==> src/rtl/rds_block_sync_if.sv <==
// Symbol-in / block-out bundle for the RDS block synchroniser.
// With RDS_GROUP_EN defined the bundle also carries the assembled 64-bit group.
interface rds_block_sync_if;
   logic        sym_in;
   logic        sym_valid;
   logic [15:0] data_out;
   logic [2:0]  block_id;
   logic        block_valid;
   logic        block_err;
   logic        synced;
`ifdef RDS_GROUP_EN
   logic [63:0] group_out;
   logic        group_valid;
`endif

   modport master (
      output sym_in, sym_valid,
      input  data_out, block_id, block_valid, block_err, synced
`ifdef RDS_GROUP_EN
      , group_out, group_valid
`endif
   );

   modport slave (
      input  sym_in, sym_valid,
      output data_out, block_id, block_valid, block_err, synced
`ifdef RDS_GROUP_EN
      , group_out, group_valid
`endif
   );
endinterface

==> src/rtl/rds_block_sync.sv <==
// RDS block synchroniser: differential decode, offset-word block lock, A/B/C/C'/D tracking.
// Optional RDS_GROUP_EN adds full-group assembly (group_out/group_valid).
module rds_block_sync #(
   parameter int unsigned c_sync_confirm   = 1,
   parameter int unsigned c_bad_blocks_max = 8
) (
   input  logic           clk,
   input  logic           reset,
   rds_block_sync_if.slave bus
);

   typedef enum logic [1:0] {st_search, st_presync, st_sync} state_t;

   localparam logic [2:0] c_confirm_cnt = 3'(c_sync_confirm);
   localparam logic [3:0] c_bad_cnt_max = 4'(c_bad_blocks_max);

   // Syndrome of 16 data bits for g(x)=x^10+x^8+x^7+x^5+x^4+x^3+1, unrolled per bit.
   function automatic logic [9:0] crc10(input logic [15:0] d);
      logic [9:0] c;
      logic       fb;
      c = 10'd0;
      for (int i = 15; i >= 0; i--) begin
         fb = d[i] ^ c[9];
         c  = {c[8:0], 1'b0} ^ (fb ? 10'h1B9 : 10'h000);
      end
      return c;
   endfunction

   function automatic logic [3:0] offset_lookup(input logic [9:0] off);
      case (off)
         10'h0FC: return {1'b1, 3'd0};
         10'h198: return {1'b1, 3'd1};
         10'h168: return {1'b1, 3'd2};
         10'h350: return {1'b1, 3'd3};
         10'h1B4: return {1'b1, 3'd4};
         default: return {1'b0, 3'd0};
      endcase
   endfunction

   function automatic logic [1:0] id_to_pos(input logic [2:0] id);
      case (id)
         3'd0:    return 2'd0;
         3'd1:    return 2'd1;
         3'd2,
         3'd3:    return 2'd2;
         default: return 2'd3;
      endcase
   endfunction

   state_t      state_r, state_nxt;
   logic        prev_sym_r;
   logic [25:0] w_r;
   logic [4:0]  bit_cnt_r, bit_cnt_nxt;
   logic [1:0]  pos_r, pos_nxt;
   logic [2:0]  good_cnt_r, good_cnt_nxt;
   logic [3:0]  bad_cnt_r, bad_cnt_nxt;
   logic [15:0] data_out_r, data_nxt;
   logic [2:0]  block_id_r, id_nxt;
   logic        block_valid_r, valid_nxt;
   logic        block_err_r, err_nxt;
   logic        synced_r, synced_nxt;

   logic        bit_s;
   logic [25:0] w_s;
   logic [3:0]  lookup_s;
   logic        hit_s;
   logic [2:0]  hit_id_s;
   logic [1:0]  hit_pos_s;
   logic        match_s;
   logic        boundary_s;

   // The window is tested with the incoming bit already shifted in, so a decision needs no extra cycle.
   assign bit_s      = bus.sym_in ^ prev_sym_r;
   assign w_s        = {w_r[24:0], bit_s};
   assign lookup_s   = offset_lookup(w_s[9:0] ^ crc10(w_s[25:10]));
   assign hit_s      = lookup_s[3];
   assign hit_id_s   = lookup_s[2:0];
   assign hit_pos_s  = id_to_pos(hit_id_s);
   assign match_s    = hit_s && (hit_pos_s == pos_r);
   assign boundary_s = (bit_cnt_r == 5'd25);

   // Next-state and output decisions for search / presync / sync.
   always_comb begin
      state_nxt    = state_r;
      bit_cnt_nxt  = bit_cnt_r;
      pos_nxt      = pos_r;
      good_cnt_nxt = good_cnt_r;
      bad_cnt_nxt  = bad_cnt_r;
      data_nxt     = data_out_r;
      id_nxt       = block_id_r;
      valid_nxt    = 1'b0;
      err_nxt      = 1'b0;
      synced_nxt   = synced_r;
      if (bus.sym_valid) begin
         bit_cnt_nxt = boundary_s ? 5'd0 : bit_cnt_r + 5'd1;
         case (state_r)
            st_search: begin
               bit_cnt_nxt = 5'd0;
               if (hit_s) begin
                  pos_nxt      = hit_pos_s + 2'd1;
                  good_cnt_nxt = 3'd0;
                  state_nxt    = st_presync;
               end else begin
                  state_nxt = st_search;
               end
            end
            st_presync: begin
               if (boundary_s && match_s) begin
                  good_cnt_nxt = good_cnt_r + 3'd1;
                  pos_nxt      = pos_r + 2'd1;
                  if (good_cnt_nxt == c_confirm_cnt) begin
                     state_nxt   = st_sync;
                     synced_nxt  = 1'b1;
                     bad_cnt_nxt = 4'd0;
                     valid_nxt   = 1'b1;
                     data_nxt    = w_s[25:10];
                     id_nxt      = hit_id_s;
                  end else begin
                     state_nxt = st_presync;
                  end
               end else if (boundary_s) begin
                  state_nxt = st_search;
               end else begin
                  state_nxt = st_presync;
               end
            end
            st_sync: begin
               if (boundary_s) begin
                  // Flywheel: the expected position advances whether or not the block checked out.
                  pos_nxt = pos_r + 2'd1;
                  if (match_s) begin
                     valid_nxt   = 1'b1;
                     data_nxt    = w_s[25:10];
                     id_nxt      = hit_id_s;
                     bad_cnt_nxt = 4'd0;
                  end else begin
                     err_nxt     = 1'b1;
                     bad_cnt_nxt = bad_cnt_r + 4'd1;
                     if (bad_cnt_nxt == c_bad_cnt_max) begin
                        synced_nxt = 1'b0;
                        state_nxt  = st_search;
                     end else begin
                        state_nxt = st_sync;
                     end
                  end
               end else begin
                  state_nxt = st_sync;
               end
            end
            default: begin
               state_nxt  = st_search;
               synced_nxt = 1'b0;
            end
         endcase
      end else begin
         state_nxt = state_r;
      end
   end

   // State, shift register and registered outputs.
   always_ff @(posedge clk) begin
      if (reset) begin
         state_r       <= st_search;
         prev_sym_r    <= 1'b0;
         w_r           <= 26'd0;
         bit_cnt_r     <= 5'd0;
         pos_r         <= 2'd0;
         good_cnt_r    <= 3'd0;
         bad_cnt_r     <= 4'd0;
         data_out_r    <= 16'd0;
         block_id_r    <= 3'd0;
         block_valid_r <= 1'b0;
         block_err_r   <= 1'b0;
         synced_r      <= 1'b0;
      end else begin
         state_r       <= state_nxt;
         bit_cnt_r     <= bit_cnt_nxt;
         pos_r         <= pos_nxt;
         good_cnt_r    <= good_cnt_nxt;
         bad_cnt_r     <= bad_cnt_nxt;
         data_out_r    <= data_nxt;
         block_id_r    <= id_nxt;
         block_valid_r <= valid_nxt;
         block_err_r   <= err_nxt;
         synced_r      <= synced_nxt;
         if (bus.sym_valid) begin
            prev_sym_r <= bus.sym_in;
            w_r        <= w_s;
         end
      end
   end

   assign bus.data_out    = data_out_r;
   assign bus.block_id    = block_id_r;
   assign bus.block_valid = block_valid_r;
   assign bus.block_err   = block_err_r;
   assign bus.synced      = synced_r;

`ifdef RDS_GROUP_EN
   logic [47:0] grp_r, grp_nxt;
   logic [2:0]  flags_r, flags_nxt;
   logic [63:0] group_out_r, gout_nxt;
   logic        group_valid_r, gvalid_nxt;

   // Collect A/B/C of the current group; flags drop on any bad block or loss of sync.
   always_comb begin
      grp_nxt    = grp_r;
      flags_nxt  = flags_r;
      gout_nxt   = group_out_r;
      gvalid_nxt = 1'b0;
      if (valid_nxt) begin
         case (pos_r)
            2'd0: begin
               grp_nxt[47:32] = w_s[25:10];
               flags_nxt      = 3'b001;
            end
            2'd1: begin
               grp_nxt[31:16] = w_s[25:10];
               flags_nxt[1]   = 1'b1;
            end
            2'd2: begin
               grp_nxt[15:0] = w_s[25:10];
               flags_nxt[2]  = 1'b1;
            end
            default: begin
               flags_nxt = 3'b000;
               if (&flags_r) begin
                  gout_nxt   = {grp_r, w_s[25:10]};
                  gvalid_nxt = 1'b1;
               end else begin
                  gout_nxt = group_out_r;
               end
            end
         endcase
      end else if (err_nxt || !synced_nxt) begin
         flags_nxt = 3'b000;
      end else begin
         flags_nxt = flags_r;
      end
   end

   // Group storage and registered group outputs.
   always_ff @(posedge clk) begin
      if (reset) begin
         grp_r         <= 48'd0;
         flags_r       <= 3'b000;
         group_out_r   <= 64'd0;
         group_valid_r <= 1'b0;
      end else begin
         grp_r         <= grp_nxt;
         flags_r       <= flags_nxt;
         group_out_r   <= gout_nxt;
         group_valid_r <= gvalid_nxt;
      end
   end

   assign bus.group_out   = group_out_r;
   assign bus.group_valid = group_valid_r;
`endif

endmodule

==> src/flat_wrapper.sv <==
// flat-port wrapper written by rule: the top's interface ports become plain ports
module rds_block_sync_flat 
#(
   parameter int unsigned c_sync_confirm   = 1,
   parameter int unsigned c_bad_blocks_max = 8
)
  (clk, reset, bus_sym_in, bus_sym_valid, bus_data_out, bus_block_id, bus_block_valid, bus_block_err, bus_synced);
  rds_block_sync_if bus_i ();
  input  logic clk;
  input  logic reset;
  input wire logic [$bits(bus_i.sym_in)-1:0] bus_sym_in;
  input wire logic [$bits(bus_i.sym_valid)-1:0] bus_sym_valid;
  output wire logic [$bits(bus_i.data_out)-1:0] bus_data_out;
  output wire logic [$bits(bus_i.block_id)-1:0] bus_block_id;
  output wire logic [$bits(bus_i.block_valid)-1:0] bus_block_valid;
  output wire logic [$bits(bus_i.block_err)-1:0] bus_block_err;
  output wire logic [$bits(bus_i.synced)-1:0] bus_synced;
  assign bus_i.sym_in = bus_sym_in;
  assign bus_i.sym_valid = bus_sym_valid;
  assign bus_data_out = bus_i.data_out;
  assign bus_block_id = bus_i.block_id;
  assign bus_block_valid = bus_i.block_valid;
  assign bus_block_err = bus_i.block_err;
  assign bus_synced = bus_i.synced;
  rds_block_sync #(.c_sync_confirm(c_sync_confirm), .c_bad_blocks_max(c_bad_blocks_max)) u_core (.clk(clk), .reset(reset), .bus(bus_i));
endmodule
==> config.mk <==
export PLATFORM = sky130hd
export DESIGN_NAME = rds_block_sync_flat
export DESIGN_NICKNAME = d
export VERILOG_FILES = /design/src/rtl/rds_block_sync_if.sv /design/src/rtl/rds_block_sync.sv /design/src/flat_wrapper.sv
export SDC_FILE = /design/constraint.sdc
export NUM_CORES = 1
export LEC_CHECK = 0
export BUFFER_PORTS_ARGS = -buffer_cell sky130_fd_sc_hd__buf_2
export CAP_MARGIN = 20
export CORE_MARGIN = 4
export CORE_UTILIZATION = 66
export DETAILED_ROUTE_END_ITERATION = 12
export PLACE_DENSITY = 0.95
export SLEW_MARGIN = 20
export SYNTH_ARGS = -nofsm -noshare
export SYNTH_HDL_FRONTEND = slang
export SYNTH_SLANG_ARGS = --single-unit
==> constraint.sdc <==
create_clock -name clk -period 6.73 [get_ports clk]
set_clock_uncertainty 0.2 [all_clocks]
set_input_delay 0.673 -clock clk [delete_from_list [all_inputs] [get_ports clk]]
set_output_delay 0.673 -clock clk [all_outputs]
set_load 0.01 [all_outputs]
==> results of run 1 <==
[stage by stage]
step,hold WS (ns),power (mW)
5_1_grt,0.318,0.774
3_5_place_dp,0.275,0.417
2_1_floorplan,0.258,0.411
3_3_place_gp,0.267,0.416
4_1_cts,0.296,0.751
6_report,0.292,0.747
[sequential cells by signal, summed over array words and instances, names as in the netlist, 2 cells and up]
name and cells:
u_core.pos_r 2, u_core.bad_cnt_r 4, u_core.bit_cnt_r 5, u_core.w_r 25, u_core.good_cnt_r 3, u_core.bus.data_out 16
u_core.state_r 2, u_core.bus.block_id 3
[cell usage after synthesis (5+ instances only)]
library cell	number
ha_1	9
xnor2_2	5
a21oi_1	7
xor2_1	16
buf_6	5
dfxtp_1	64
nand3_1	11
inv_1	12
nor2_1	61
xnor3_1	16
o21ai_0	8
mux2i_1	50
nor3_1	6
clkbuf_1	12
a211oi_1	6
xnor2_1	22
nand2_1	25
[power breakdown]
group	switching, mW	internal (mW)	total [mW]
Combinational	0.0183	0.00972	0.0280
Clock	0.164	0.174	0.338
Sequential	0.00143	0.380	0.381
Total	0.183	0.564	0.747
[area by class of cell]
cell class | instances | area [sq um]
Inverter | 13 | 48.8
Multi-Input combinational cell | 323 | 2750
Clock inverter | 7 | 81.3
Timing Repair Buffer | 26 | 135
Clock buffer | 9 | 124
Sequential cell | 64 | 1280
Fill cell | 395 | 1550
Tap cell | 75 | 93.8
[metal layers]
layer / vias to the layer above / GRT usage, % / wire (um)
met3: 23 / 6.40 / 514
met5: - / 0 / 0
met2: 125 / 48.6 / 5060
met1: 1549 / 29.4 / 3800
li1: 1516 / - / -
met4: 0 / 9.34 / 172
[critical path: stages (launching register included)]
cell	delay, ns
dfxtp_1	0.64
xnor3_1	0.42
xnor3_2	0.29
xnor3_2	0.46
xnor2_1	0.19
or3b_4	0.41
a211o_1	0.33
a211oi_2	0.34
o221a_2	0.30
nor4b_4	0.20
buf_4	0.36
mux2i_1	0.26
nor2_1	0.06
[worst min-delay path by stage]
stage | start | to | slack [ns] | cells after the start
global route | u_core.bus.data_out[6] | u_core.bus.data_out[6] | 0.32 | 2
detailed placement | u_core.bus.data_out[11] | u_core.bus.data_out[11] | 0.28 | 2
floorplan | u_core.bad_cnt_r[1] | u_core.bad_cnt_r[1] | 0.26 | 2
CTS | u_core.bus.data_out[11] | u_core.bus.data_out[11] | 0.30 | 2
finish | u_core.bus.data_out[10] | u_core.bus.data_out[10] | 0.29 | 2
global placement | u_core.bus.data_out[14] | u_core.bus.data_out[14] | 0.27 | 2
[cell families after synthesis]
kind of cell	count (synthesis)	synth area share, %
AOI/OAI and AO/OA	63	11.8
xor gates and xnor gates	68	23.2
and+or+nand+nor	133	15.1
DFF	64	30.2
adders and majority gates	9	2.66
muxes	50	11.8
buffers and inverters	41	5.20
==> metrics, run 1 <==
Syn Inst Count 428; io pins 26; Worst setup SP type flop; capture point of the worst path u_core.bus.data_out[12]; number of buffers added for setup after CTS 0; Critical Path Source u_core.w_r[23]; Final ANT Viol Nets 0; Max clock buf depth 2; dpl cells 501; Crit Path Class flop to flop; commonest non-fill, non-tap cell in the layout dfxtp_1; RSZ-0062 raised after global routing no; first-pass GRT wire length 15600 um; die area 7770 sq um; #FFs+latches synth 64; fin worst setup slack 2.13 ns; hold-fix buffer count after cts 0; num rows 28; antenna violations before repair 0; LEAKAGE 1.87 nW; Critical R2R Capture u_core.bus.data_out[12]; area of placed instances 4300 sq um; # DRC 0; most frequent cells in the layout 64 x dfxtp_1, 61 x nor2_1, 50 x mux2i_1; drt via density 6.21; fin crit period 4.60 ns; FMAX 0.218 GHz; Synth Area per Inst 9.90 sq um; pwr dens 166 nW/um^2; IO Port Bufs 25; max_cap viols 0; Synth warnings 0; Cell Area, Synth 4240 sq um; core footprint 6060 sq um; later-pin clock latency in the skew report 0.36 ns; WL/cell 18.5 um; reg2reg path depth 12; total clock sinks 64; final WL 9550 um; final instance area 4510 sq um; Final HPWL DP 6570 um; pin count of the biggest net entering global routing 61; Worst Tran Pin Value 1.00 ns; vias in the first global route 3201; Worst slew margin 33.2%; clock-pin slew on the worst setup and hold paths 0.08 ns; r2r startpoint u_core.w_r[23]; Setup-failing EPs final 0; Net Count, Synth 441; IR drop worst, VDD 0.136 mV; routed via count 3213; overflow left after global routing 0; H-tree Lvls 3; fin crit share 68.3%; Netlist cell types 69; WP data arrival 4.62 ns; Synth top area share 30.2%; Layout Utilization 74.4%; number of flops mapped to enable cells by yosys 0; initial core utilization 69.9%; setup slack, reg-to-reg 2.13 ns; CP Capture Type flop; Top FF cell, synth dfxtp_1; dominant cell type by area after synthesis dfxtp_1; Placer Congestion 0.958; crit path max fanout 19; GRT Total Usage 26.3%; ANT cells 0; post-CTS sizing 0; share of cells above drive strength 1 14.7%; worst slack at placement 2.16 ns; Die Y 88.1 um; non-filler instance count after layout 517; setup_tns 0 ns; Post-synth ARST share 0%; Nets 450; DRT iter0 DRCs 207; CTS tree built; Critical Path RT 6.76 ns; Fin. Hold Viols 0; Clock Tree Root clkbuf_8; Area growth, synth to finish 6.41%; total CTS buffers 9; register area share after synthesis 30.2%; top post-synthesis cells by area dfxtp_1 30%, mux2i_1 12%, xnor3_1 8.5%; status complete, no violations; die span in x 88.1 um; HP Class flop to flop; DR pass1 iterations 5; Pins Over Slew Limit 0
No activity file was read; power rests on OpenSTA's default activity.
==> run 2: changes to the inputs <==
Settings changed: ABC_AREA from default to 1, CORE_UTILIZATION 66 to 62, PLACE_DENSITY 0.95 to 0.91.
Clock period 6.73 ns to 4.4 ns, I/O delays scaled along.
==> metrics, run 2 <==
total clock sinks 64; Worst Tran Pin Value 0.537 ns; commonest non-fill, non-tap cell in the layout nand2_1; die span in x 92.4 um; Critical Path RT 4.46 ns; #FFs+latches synth 64; DRT iter0 DRCs 776; Pins Over Slew Limit 0; most frequent cell after synthesis nand2_1; Nets 766; pin count of the biggest net entering global routing 55; Filler Cell Count 359; CP Capture Type flop; IO Port Bufs 25; overflow left after global routing 0; Cell Area, Synth 4420 sq um; setup slack, reg-to-reg -0.18 ns; xor-xnor portion of the synthesized cell area 5.15%; share of cells above drive strength 1 33.5%; most frequent cells in the layout 153 x nand2_1, 72 x nor2_1, 62 x inv_1; final WL 15700 um; Netlist cell types 31; routed via count 5285; fin crit share 104%; Setup-failing EPs final 22; top post-synthesis cells by area dfxtp_1 29%, nand2_1 16%, nand3_1 8.4%; dominant cell type by area after synthesis dfxtp_1; Worst slew margin 64.2%; HP Class input port to flop; Max clock buf depth 2; failing checks setup timing; Biggest register u_core.w_r; RSZ-0062 raised after global routing yes; Fin. Hold Viols 0; fin crit period 4.58 ns; Die Y 92.4 um; Crit path largest cell delay 0.38 ns; Top FF cell, synth dfxtp_1; Critical Path Source u_core.w_r[23]; Final HPWL DP 8160 um; Area growth, synth to finish 33.9%; number of flops mapped to enable cells by yosys 0; ANT cells 0; Post-synth ARST share 0%; r2r startpoint u_core.w_r[23]; H-tree Lvls 3; Worst setup SP type flop; antenna violations before repair 0; setup_tns -2.32 ns; register area share after synthesis 29.0%; post-synthesis adder-cell area fraction 2.55%; simple-gate share of the synthesized area 46.1%; Compound-Gate Fraction of Synth Area 7.96%; Net Count, Synth 707; Syn Inst Count 694; hold-fix buffer count after cts 0; DR pass1 iterations 7; max_cap viols 0; FMAX 0.218 GHz; Largest register FFs 25; LEAKAGE 2.79 nW; Crit Path Class flop to flop; first-pass GRT wire length 18100 um; fin worst setup slack -0.180 ns; Synth warnings 0; io pins 26; dpl cells 798; core footprint 6870 sq um; IR drop worst, VDD 0.270 mV; Synth top area share 29.0%; Critical R2R Capture u_core.bus.block_id[1]; reg2reg path depth 30; status complete, but fails checks; Synth Area per Inst 6.37 sq um; most frequent CP cell nand2_4; clock-pin slew on the worst setup and hold paths 0.07 ns; WP data arrival 4.64 ns; drt via density 6.19; Layout Utilization 86.1%; CTS tree built; die area 8540 sq um; # DRC 0; capture point of the worst path u_core.bus.block_id[1]; pwr dens 584 nW/um^2; main combinational cell family by area after synthesis simple AND/OR/NAND/NOR gates; WL/cell 18.4 um; initial core utilization 64.3%; Placer Congestion 0.933; worst slack at placement -0.0437 ns; total CTS buffers 9; CP max stage cell dfxtp_4; GRT Total Usage 26.1%; non-filler instance count after layout 854; mux cell area share after synthesis 0%; crit path max fanout 10; Final ANT Viol Nets 0; num rows 30; vias in the first global route 4117; later-pin clock latency in the skew report 0.36 ns; Clock Tree Root clkbuf_8; Post-synth top cells 193 x nand2_1, 78 x nor2_1, 74 x nand3_1, 66 x inv_1, 64 x dfxtp_1
run 2: cell types whose count changed after synthesis, moves of 6 or more:
cell	change
a21oi_1	+25
inv_1	+54
inv_2	+9
mux2i_1	-50
nand2_1	+168
nand2_2	+41
nand2_4	+6
nand3_1	+63
nand3_2	+14
nand4_1	+6
nor2_1	+17
o21ai_0	+24
xnor2_1	-11
xnor3_1	-16
run 2: where the power goes:
group / leakage, nW / switching [mW] / internal [mW]
clock network: 0.110 / 0.251 / 0.317
registers: 0.525 / 0.0339 / 0.608
logic: 2.15 / 1.46 / 0.784
total: 2.79 / 1.75 / 1.71
run 2: routing by layer:
metal	up-vias	GRT usage, %	wire [um]
met5	-	0	0
met4	0	9.41	1000
met3	125	6.50	1550
met2	422	43.8	7450
met1	2410	32.2	5730
li1	2328	-	-
run 2: what timing repair did:
action | CTS | global route
gates resized for setup | 3 | 171
setup buffers | 0 | 36
gates cloned | 0 | 4
pin swaps | 0 | 62
hold endpoints to repair | 0 | 0
setup endpoints to repair | 22 | 32
run 2: logic make-up after synthesis:
logic type,count (synthesis)
AO/OA/AOI/OAI,68
XOR/XNOR,26
adder cells (fa/ha/maj),9
buffers and inverters,97
flip-flops,64
AND/OR/NAND/NOR,430
run 2: how the worst min path moves through the flow:
stage                                  from                 to  slack [ns]  depth (start not counted)
final                            bus_sym_in  u_core.prev_sym_r        0.14                          3
after global routing             bus_sym_in  u_core.prev_sym_r        0.18                          3
after CTS                        bus_sym_in  u_core.prev_sym_r        0.15                          3
after detailed placement  u_core.bus.synced  u_core.bus.synced        0.25                          2
after global placement    u_core.bus.synced  u_core.bus.synced        0.25                          2
after floorplan               u_core.w_r[0]      u_core.w_r[1]        0.26                          2
run 2: stage by stage:
step                      cell area, sq um  power [mW]  hold slack [ns]
after floorplan                       4420        1.80            0.257
after global placement                4580        2.01            0.246
after detailed placement              4580        2.05            0.254
after CTS                             4800        2.60            0.146
after global routing                  5920        3.64            0.177
final                                 5920        3.45            0.143
run 2: layout make-up:
type	count	area, sq um	share of cell area, %
Clock buffer	10	128	2.16
Inverter	77	312	5.27
Clock inverter	6	83.8	1.42
Timing Repair Buffer	68	537	9.07
Tap cell	96	120	2.03
Multi-Input combinational cell	533	3430	58.0
Sequential cell	64	1300	22.0
run 2: critical path, delay by kind of cell, from the launching register on:
family                 cells  cell delay (ns)
XOR/XNOR                   2             0.44
buffers and inverters      4             0.57
flip-flops                 1             0.38
AND/OR/NAND/NOR           24             2.88
